File: src/rtl/ex_ctrl_pkg.sv
// Shared types and encodings for the EX-stage pipeline controller.
// Holds the FSM state enum, the operand-forwarding selects and the forwarding decode.
package ex_ctrl_pkg;

   typedef enum logic {
      RUN     = 1'b0,
      MC_WAIT = 1'b1
   } state_t;

   localparam logic [1:0] FWD_RF  = 2'b00;
   localparam logic [1:0] FWD_WB  = 2'b01;
   localparam logic [1:0] FWD_MEM = 2'b10;

   // MEM is younger than WB, so its result wins when both match.
   function automatic logic [1:0] fwd_decode(
      input logic [4:0] rs,
      input logic [4:0] mem_rd,
      input logic       mem_regwrite,
      input logic [4:0] wb_rd,
      input logic       wb_regwrite
   );
      if (mem_regwrite && (mem_rd != 5'd0) && (mem_rd == rs))
         return FWD_MEM;
      else if (wb_regwrite && (wb_rd != 5'd0) && (wb_rd == rs))
         return FWD_WB;
      else
         return FWD_RF;
   endfunction

endpackage

File: src/rtl/ex_stage_ctrl_sat_counter.sv
// Saturating up-counter used for the stall and flush event counters.
// Counts one per cycle while inc is high and sticks at all-ones.
module sat_counter #(
   parameter int CNT_W = 16
) (
   input  logic             clk,
   input  logic             rst_n,
   input  logic             inc,
   output logic [CNT_W-1:0] count
);

   always_ff @(posedge clk or negedge rst_n) begin
      if (!rst_n)
         count <= '0;
      else if (inc && (count != {CNT_W{1'b1}}))
         count <= count + CNT_W'(1);
   end

endmodule

File: src/rtl/ex_stage_ctrl.sv
// EX-stage hazard controller: operand forwarding, load-use stalls, branch flushes
// and multi-cycle operation hand-off, plus stall/flush event counters.
module ex_stage_ctrl
   import ex_ctrl_pkg::*;
#(
   parameter int CNT_W = 16
) (
   input  logic             clk,
   input  logic             rst_n,
   input  logic             id_valid,
   input  logic [4:0]       id_rs1,
   input  logic [4:0]       id_rs2,
   input  logic             id_use_rs2,
   input  logic             ex_valid,
   input  logic [4:0]       ex_rs1,
   input  logic [4:0]       ex_rs2,
   input  logic [4:0]       ex_rd,
   input  logic             ex_regwrite,
   input  logic             ex_memread,
   input  logic             ex_branch,
   input  logic             ex_zero,
   input  logic             ex_mc,
   input  logic             mc_done,
   input  logic [4:0]       mem_rd,
   input  logic             mem_regwrite,
   input  logic [4:0]       wb_rd,
   input  logic             wb_regwrite,
   output logic [1:0]       fwd_a_sel,
   output logic [1:0]       fwd_b_sel,
   output logic             pc_write,
   output logic             ifid_write,
   output logic             idex_write,
   output logic             flush_ifid,
   output logic             flush_idex,
   output logic             exmem_bubble,
   output logic             pc_sel,
   output logic             mc_start,
   output logic [CNT_W-1:0] stall_cnt,
   output logic [CNT_W-1:0] flush_cnt,
   output logic             busy
);

   state_t state;
   state_t state_next;
   logic   mc_req;
   logic   br_taken;
   logic   lu_haz;
   logic   mc_start_dec;
   logic   unused_ex_regwrite;

   assign unused_ex_regwrite = ex_regwrite;

   assign fwd_a_sel = fwd_decode(ex_rs1, mem_rd, mem_regwrite, wb_rd, wb_regwrite);
   assign fwd_b_sel = fwd_decode(ex_rs2, mem_rd, mem_regwrite, wb_rd, wb_regwrite);

   assign mc_req   = ex_valid & ex_mc;
   assign br_taken = ex_valid & ex_branch & ex_zero & ~ex_mc;
   assign lu_haz   = ex_valid & ex_memread & (ex_rd != 5'd0) & id_valid &
                     ((ex_rd == id_rs1) | (id_use_rs2 & (ex_rd == id_rs2)));

   always_ff @(posedge clk or negedge rst_n) begin
      if (!rst_n)
         state <= RUN;
      else
         state <= state_next;
   end

   always_comb begin
      state_next   = state;
      pc_write     = 1'b1;
      ifid_write   = 1'b1;
      idex_write   = 1'b1;
      flush_ifid   = 1'b0;
      flush_idex   = 1'b0;
      exmem_bubble = 1'b0;
      pc_sel       = 1'b0;
      mc_start_dec = 1'b0;
      case (state)
         RUN: begin
            if (mc_req) begin
               mc_start_dec = 1'b1;
               pc_write     = 1'b0;
               ifid_write   = 1'b0;
               idex_write   = 1'b0;
               exmem_bubble = 1'b1;
               state_next   = MC_WAIT;
            end else if (br_taken) begin
               pc_sel     = 1'b1;
               flush_ifid = 1'b1;
               flush_idex = 1'b1;
            end else if (lu_haz) begin
               pc_write   = 1'b0;
               ifid_write = 1'b0;
               flush_idex = 1'b1;
            end
         end
         MC_WAIT: begin
            if (mc_done) begin
               state_next = RUN;
            end else begin
               pc_write     = 1'b0;
               ifid_write   = 1'b0;
               idex_write   = 1'b0;
               exmem_bubble = 1'b1;
            end
         end
         default: state_next = RUN;
      endcase
   end

   // Gate the start pulse so a held mc request cannot fire it while in reset.
   assign mc_start = mc_start_dec & rst_n;
   assign busy     = (state == MC_WAIT);

   sat_counter #(.CNT_W(CNT_W)) u_stall_cnt (
      .clk   (clk),
      .rst_n (rst_n),
      .inc   (~pc_write),
      .count (stall_cnt)
   );

   sat_counter #(.CNT_W(CNT_W)) u_flush_cnt (
      .clk   (clk),
      .rst_n (rst_n),
      .inc   (pc_sel),
      .count (flush_cnt)
   );

endmodule

File: config.mk
export PLATFORM = sky130hd
export DESIGN_NAME = ex_stage_ctrl
export DESIGN_NICKNAME = d
export VERILOG_FILES = /design/src/rtl/ex_ctrl_pkg.sv /design/src/rtl/ex_stage_ctrl_sat_counter.sv /design/src/rtl/ex_stage_ctrl.sv
export SDC_FILE = /design/constraint.sdc
export NUM_CORES = 1
export LEC_CHECK = 0
export ABC_AREA = 0
export BUFFER_PORTS_ARGS = -buffer_cell sky130_fd_sc_hd__buf_4
export CORE_ASPECT_RATIO = 0.9
export CORE_MARGIN = 5
export CORE_UTILIZATION = 52
export CTS_BUF_LIST = sky130_fd_sc_hd__clkbuf_4
export DETAILED_ROUTE_END_ITERATION = 7
export PLACE_DENSITY_LB_ADDON = 0.15
export SYNTH_ARGS = -nofsm -noshare
export SYNTH_HDL_FRONTEND = slang
export SYNTH_SLANG_ARGS = --single-unit
File: constraint.sdc
create_clock -name clk -period 4.5 [get_ports clk]
set_clock_uncertainty 0.15 [all_clocks]
set_input_delay 0.45 -clock clk [delete_from_list [all_inputs] [get_ports clk]]
set_output_delay 0.45 -clock clk [all_outputs]
set_load 0.005 [all_outputs]
==> results of run 1 <==
layout make-up:
| cell class | instances | share of cell area [%] |
|---|---|---|
| tap | 46 | 2.08 |
| sequential | 33 | 29.9 |
| inverter | 4 | 0.543 |
| timing repair buffer | 92 | 25.1 |
| multi-input combinational | 157 | 40.5 |
| clock buffer | 6 | 1.63 |
| clock inverter | 2 | 0.362 |
report_power, final:
part,switching [mW],internal (mW)
Clock,0.0966,0.0655
Combinational,0.102,0.156
Sequential,0.0646,0.346
metrics by stage:
step,power [mW],setup WS [ps],area [um^2],hold WS [ps]
3_5_place_dp,0.673,1840,2700,265
6_report,0.830,1850,2770,313
4_1_cts,0.835,1850,2770,300
5_1_grt,0.888,1590,2770,311
3_3_place_gp,0.665,1860,2700,266
2_1_floorplan,0.517,2180,2000,4.41
cells in the final DEF, fill, tap and decap left out, drive strengths merged:
master,instances
nand3,10
buf,91
a21oi,4
or4,5
nor2,8
or3,1
o2111ai,1
a31oi,1
xnor2,29
ha,2
clkbuf,6
o22ai,1
clkinv,2
dfrtp,33
nor3,7
nand2b,1
nand4,11
nor4,10
a211oi,1
mux2i,1
o21ai,2
nand2,20
inv,4
nor4b,1
dlygate4sd3,1
xor2,30
mux2,2
or2,1
and3,4
nor3b,3
a221oi,1
registers in the layout, indices dropped and copies added (netlist names):
register           cells
busy                   1
u_stall_cnt.count     16
u_flush_cnt.count     16
layer usage:
| metal | global-route usage, % | share of wire (%) | wire (um) |
|---|---|---|---|
| met2 | 34.7 | 46 | 2400 |
| met1 | 27.2 | 43 | 2220 |
| met5 | 0 | 0 | 0 |
| met4 | 5.24 | 0.19 | 10 |
| met3 | 4.20 | 11 | 554 |
worst paths after layout:
kind	slack, ps	end	cells after the start
setup / recovery	1850	u_stall_cnt.count[1]	7
hold / removal	310	busy	2
setup reg to reg	1850	u_stall_cnt.count[1]	7
hold reg to reg	350	u_stall_cnt.count[11]	1
max in group asynchronous	3460	u_stall_cnt.count[11]	2
min in group asynchronous	430	u_flush_cnt.count[4]	2
cells by family after synthesis:
| logic type | share of synthesized area [%] |
|---|---|
| AO/OA/AOI/OAI | 4.82 |
| AND/OR/NAND/NOR | 22.3 |
| XOR/XNOR | 25.8 |
| buffers and inverters | 2.75 |
| adder cells (fa/ha/maj) | 1.25 |
| multiplexers | 1.81 |
| flip-flops | 41.3 |
==> metrics.txt, run 1 <==
antenna cells 0; Via Count 1828; DR vias/cell 5.38; GRT Util Overall 20.6%; status complete, no violations; Detailed Routing Iterations Pass 1 4; RSZ-0062 raised after global routing no; f_max 377 MHz; Crit. Startpoint u_stall_cnt.count[0]; H-tree depth 2; cell taking the most area after synthesis dfrtp_1; Crit Path Max Fanout 15; setup TNS 0 ps; dpl cells 331; die width 75.4 um; largest net degree at the start of global routing 35; WS Path Type register to register; layout cells sized above 1 36.7%; CTS Buf Count 5; crit-path cells ha_1, nand2_1, nor2_1, nand2_1, nor2_1, nor2_1, mux2_4; slowest CP cell nor2_1; critical path's largest stage delay 740 ps; Post-Route WL 5190 um; most common cell in the netlist dfrtp_1; CTS clk-pin slew, worst paths 100 ps; Remaining Overflow, GRT 0; filler cell count 289; mapped cell area 2000 um^2; die area 5190 um^2; clock sinks 33; Mapped Avg Cell Area 10.0 um^2; hold_sp mc_done; IO Count 93; Final Critical Period 2650 ps; total leakage power 1.32 nW; main area contributors after synthesis dfrtp_1 41%, xor2_1 13%, xnor2_1 13%, nand2_1 3.8%, nand4_1 3.4%; sequential cell area fraction in the yosys report 41.3%; post-synth net total 250; final design utilization 74.1%; Required @ worst endpoint 4570 ps; Worst-Skew Late Latency 320 ps; yosys warns 0; setup violators final 0; Critical Path Most Common Cell nor2_1; Post-synth top flop dfrtp_1; Rows 21; peak supply drop 0.351 mV; dpl hpwl 4100 um; worst path bufs/invs 0; core area 3730 um^2; CP endpoint kind register; initial antenna violation count 0; Die H 68.8 um; I/O Buffers 91; Slew Viols, Final 0; GP Congestion 0.871; Initial Utilization 53.6%; Yosys top cell area share 41.3%; first-pass GRT wire length 8160 um; Seq. cell area 826 um^2; number of global-route vias before repair 1788; Hold Crit Class input port to register; area grow syn2layout 38.3%; CTS Buffer Depth 2; max-cap viol count 0; pwr/cell area 300 nW/um^2; final hold violations 0; Critical Path Start Type register; Synth Register Bits 33; residual DRC count 0; number of synthesized flops with an enable pin 0; post-CTS setup buffers 0; worst-margin pin slew 953 ps; Avg WL per Cell 15.3 um; post-synth cell types 35; top cells by count, synth 33 x dfrtp_1, 30 x xor2_1, 29 x xnor2_1; relative slew slack 36.2%; R2R Path Start u_stall_cnt.count[0]; DR iter-0 viols 66; Detail Route Antenna Nets 0; Root Buffer Master clkbuf_4; Gate Count Post-Synth 200; CTS tree yes; CTS resizes 0; CP Data Arrival Time 2720 ps; Post-synth ARST share 100%; cell family with most CP delay simple AND/OR/NAND/NOR gates; fin cells 340; Tcrit/Tclk final 59.0%; nets@finish 343; CTS Hold Bufs 1; area occupied by multi-input gates 1120 um^2
Note: power is estimated with default switching activity, not from simulation.
==> inputs of run 2 (changes only) <==
- CORE_UTILIZATION: 52 -> 48
- clock period: 4.5 -> 2.49 ns (I/O delays scaled with it)
==> run 2 against run 1 <==
  * Combinational power is 85% higher
  * Register-to-register slack worse by 1600 ps
  * Critical path depth unchanged
  * Die area is 7.2% higher
  * Worst setup slack got worse by 1600 ps
  * Clock-buffer cell count shrank 1
  * First-iteration DRC count is 61% lower
  * Wire length barely moved
  * Sequential share of layout area shrank 0.72 points
  * Clock power grew to 2.5 times the previous value
  * Worst hold slack worse by 240 ps
  * Total power up 96%
==> metrics.txt, run 2 (same netlist as run 1, synthesis figures left out) <==
layout cells sized above 1 37.8% (was 36.7%); GRT Util Overall 18.7% (was 20.6%); CP endpoint kind register (unchanged); Crit Path Max Fanout 7 (was 15); residual DRC count 0 (unchanged); max-cap viol count 0 (unchanged); Root Buffer Master clkbuf_4 (unchanged); dpl hpwl 4110 um (was 4100 um); Initial Utilization 49.4% (was 53.6%); clock sinks 33 (unchanged); die width 78.1 um (was 75.4 um); Tcrit/Tclk final 89.0% (was 59.0%); f_max 451 MHz (was 377 MHz); initial antenna violation count 0 (unchanged); IO Count 93 (unchanged); cell family with most CP delay simple AND/OR/NAND/NOR gates (unchanged); DR iter-0 viols 26 (was 66); final hold violations 0 (unchanged); CTS Buf Count 5 (unchanged); H-tree depth 2 (unchanged); critical path's largest stage delay 440 ps (was 740 ps); Hold Crit Class input port to register (unchanged); CTS Buffer Depth 2 (unchanged); CP Data Arrival Time 2320 ps (was 2720 ps); CTS resizes 0 (unchanged); commonest non-fill, non-tap cell in the layout buf_4 (unchanged); die area 5560 um^2 (was 5190 um^2); most frequent cells in the layout 96 x buf_4, 33 x dfrtp_1, 30 x xor2_1, 29 x xnor2_1, 20 x nand2_1 (was 91 x buf_4, 33 x dfrtp_1, 30 x xor2_1, 29 x xnor2_1, 20 x nand2_1); CTS clk-pin slew, worst paths 120 ps (was 100 ps); CTS tree yes (unchanged); fin cells 347 (was 340); dpl cells 338 (was 331); GP Congestion 0.843 (was 0.871); DR vias/cell 5.44 (was 5.38); slowest CP cell dfrtp_1 (was nor2_1); Avg WL per Cell 15.0 um (was 15.3 um); Critical Path Start Type register (unchanged); total leakage power 1.35 nW (was 1.32 nW); antenna cells 0 (unchanged); Required @ worst endpoint 2590 ps (was 4570 ps); Via Count 1887 (was 1828); Detailed Routing Iterations Pass 1 4 (unchanged); Slew Viols, Final 0 (unchanged); Final Critical Period 2220 ps (was 2650 ps); peak supply drop 0.462 mV (was 0.351 mV); largest net degree at the start of global routing 34 (was 35); first-pass GRT wire length 8510 um (was 8160 um); worst path bufs/invs 0 (unchanged); Rows 22 (was 21); pwr/cell area 574 nW/um^2 (was 300 nW/um^2); area grow syn2layout 41.7% (was 38.3%); number of global-route vias before repair 1824 (was 1788); core area 4050 um^2 (was 3730 um^2); Die H 71.2 um (was 68.8 um); final design utilization 70.1% (was 74.1%); Post-Route WL 5190 um (about the same); RSZ-0062 raised after global routing no (unchanged); nets@finish 348 (was 343); Detail Route Antenna Nets 0 (unchanged); WS Path Type register to register (unchanged); Remaining Overflow, GRT 0 (unchanged); I/O Buffers 91 (unchanged); status complete, no violations (unchanged); worst-margin pin slew 460 ps (was 953 ps); crit-path cells ha_1, nand2_1, nor4_2, a31oi_2, and3_1, nand4_1, xnor2_1 (was ha_1, nand2_1, nor2_1, nand2_1, nor2_1, nor2_1, mux2_4); relative slew slack 68.5% (was 36.2%); setup violators final 0 (unchanged); setup TNS 0 ps (unchanged); Worst-Skew Late Latency 350 ps (was 320 ps)
run 2: changes by cell type in the layout (fill, tap and decap cells not counted):
cell and delta:
buf_4 +5, bufinv_16 +1, clkbuf_4 -1, clkinv_2 -2
clkinv_4 +1, clkinvlp_4 +1
run 2: layout make-up:
cell class / instances / area, um^2
Multi-Input combinational cell: 157 / 1120
Fill cell: 331 / 1210
Timing Repair Buffer: 97 / 731
Clock inverter: 3 / 46.3
Sequential cell: 33 / 826
Inverter: 4 / 15.0
Tap cell: 48 / 60.1
Clock buffer: 5 / 37.5
run 2: power by group:
part | total [mW] | leakage (nW) | switching (mW) | internal (mW)
Combinational | 0.476 | 0.878 | 0.186 | 0.290
Clock | 0.409 | 0.0414 | 0.196 | 0.212
Sequential | 0.743 | 0.429 | 0.119 | 0.624
Total | 1.63 | 1.35 | 0.501 | 1.13
run 2: path summary, 6_finish.rpt:
kind | startpoint | end | slack, ps | cells past startpoint
hold reg to reg | u_stall_cnt.count[8] | u_stall_cnt.count[8] | 350 | 1
hold / removal | mc_done | busy | 70 | 2
setup / recovery | u_flush_cnt.count[0] | u_flush_cnt.count[13] | 270 | 7
setup reg to reg | u_flush_cnt.count[0] | u_flush_cnt.count[13] | 270 | 7
min in group asynchronous | rst_n | u_flush_cnt.count[13] | 330 | 3
max in group asynchronous | rst_n | u_stall_cnt.count[3] | 1550 | 3
run 2: worst reg2reg max path, cell delays in order (launching register included):
cell and delay [ps]:
dfrtp_1 440, ha_1 250, nand2_1 140, nor4_2 70, a31oi_2 370, and3_1 380, nand4_1 170, xnor2_1 150
run 2: metrics by stage:
stage / cell area [um^2] / setup WS [ps] / hold slack [ps] / power, mW
5_1_grt: 2840 / 140 / 87.1 / 1.73
3_3_place_gp: 2740 / 318 / 184 / 1.21
6_report: 2840 / 273 / 70.3 / 1.63
2_1_floorplan: 2000 / 550 / -197 / 0.935
3_5_place_dp: 2740 / 298 / 182 / 1.23
4_1_cts: 2840 / 281 / 62.9 / 1.65
run 2: what timing repair did:
action                                 CTS  global route
buffers inserted                         0             0
hold buffers                             1             0
endpoints found under the hold margin   33             0
run 2: routing by layer:
| metal | up-vias | GRT usage (%) | share of wire [%] |
|---|---|---|---|
| met5 | - | 0 | 0 |
| met4 | 0 | 5.63 | 0.58 |
| met3 | 4 | 5.65 | 11 |
| met2 | 93 | 27.9 | 43 |
| met1 | 894 | 26.1 | 45 |
| li1 | 896 | - | - |
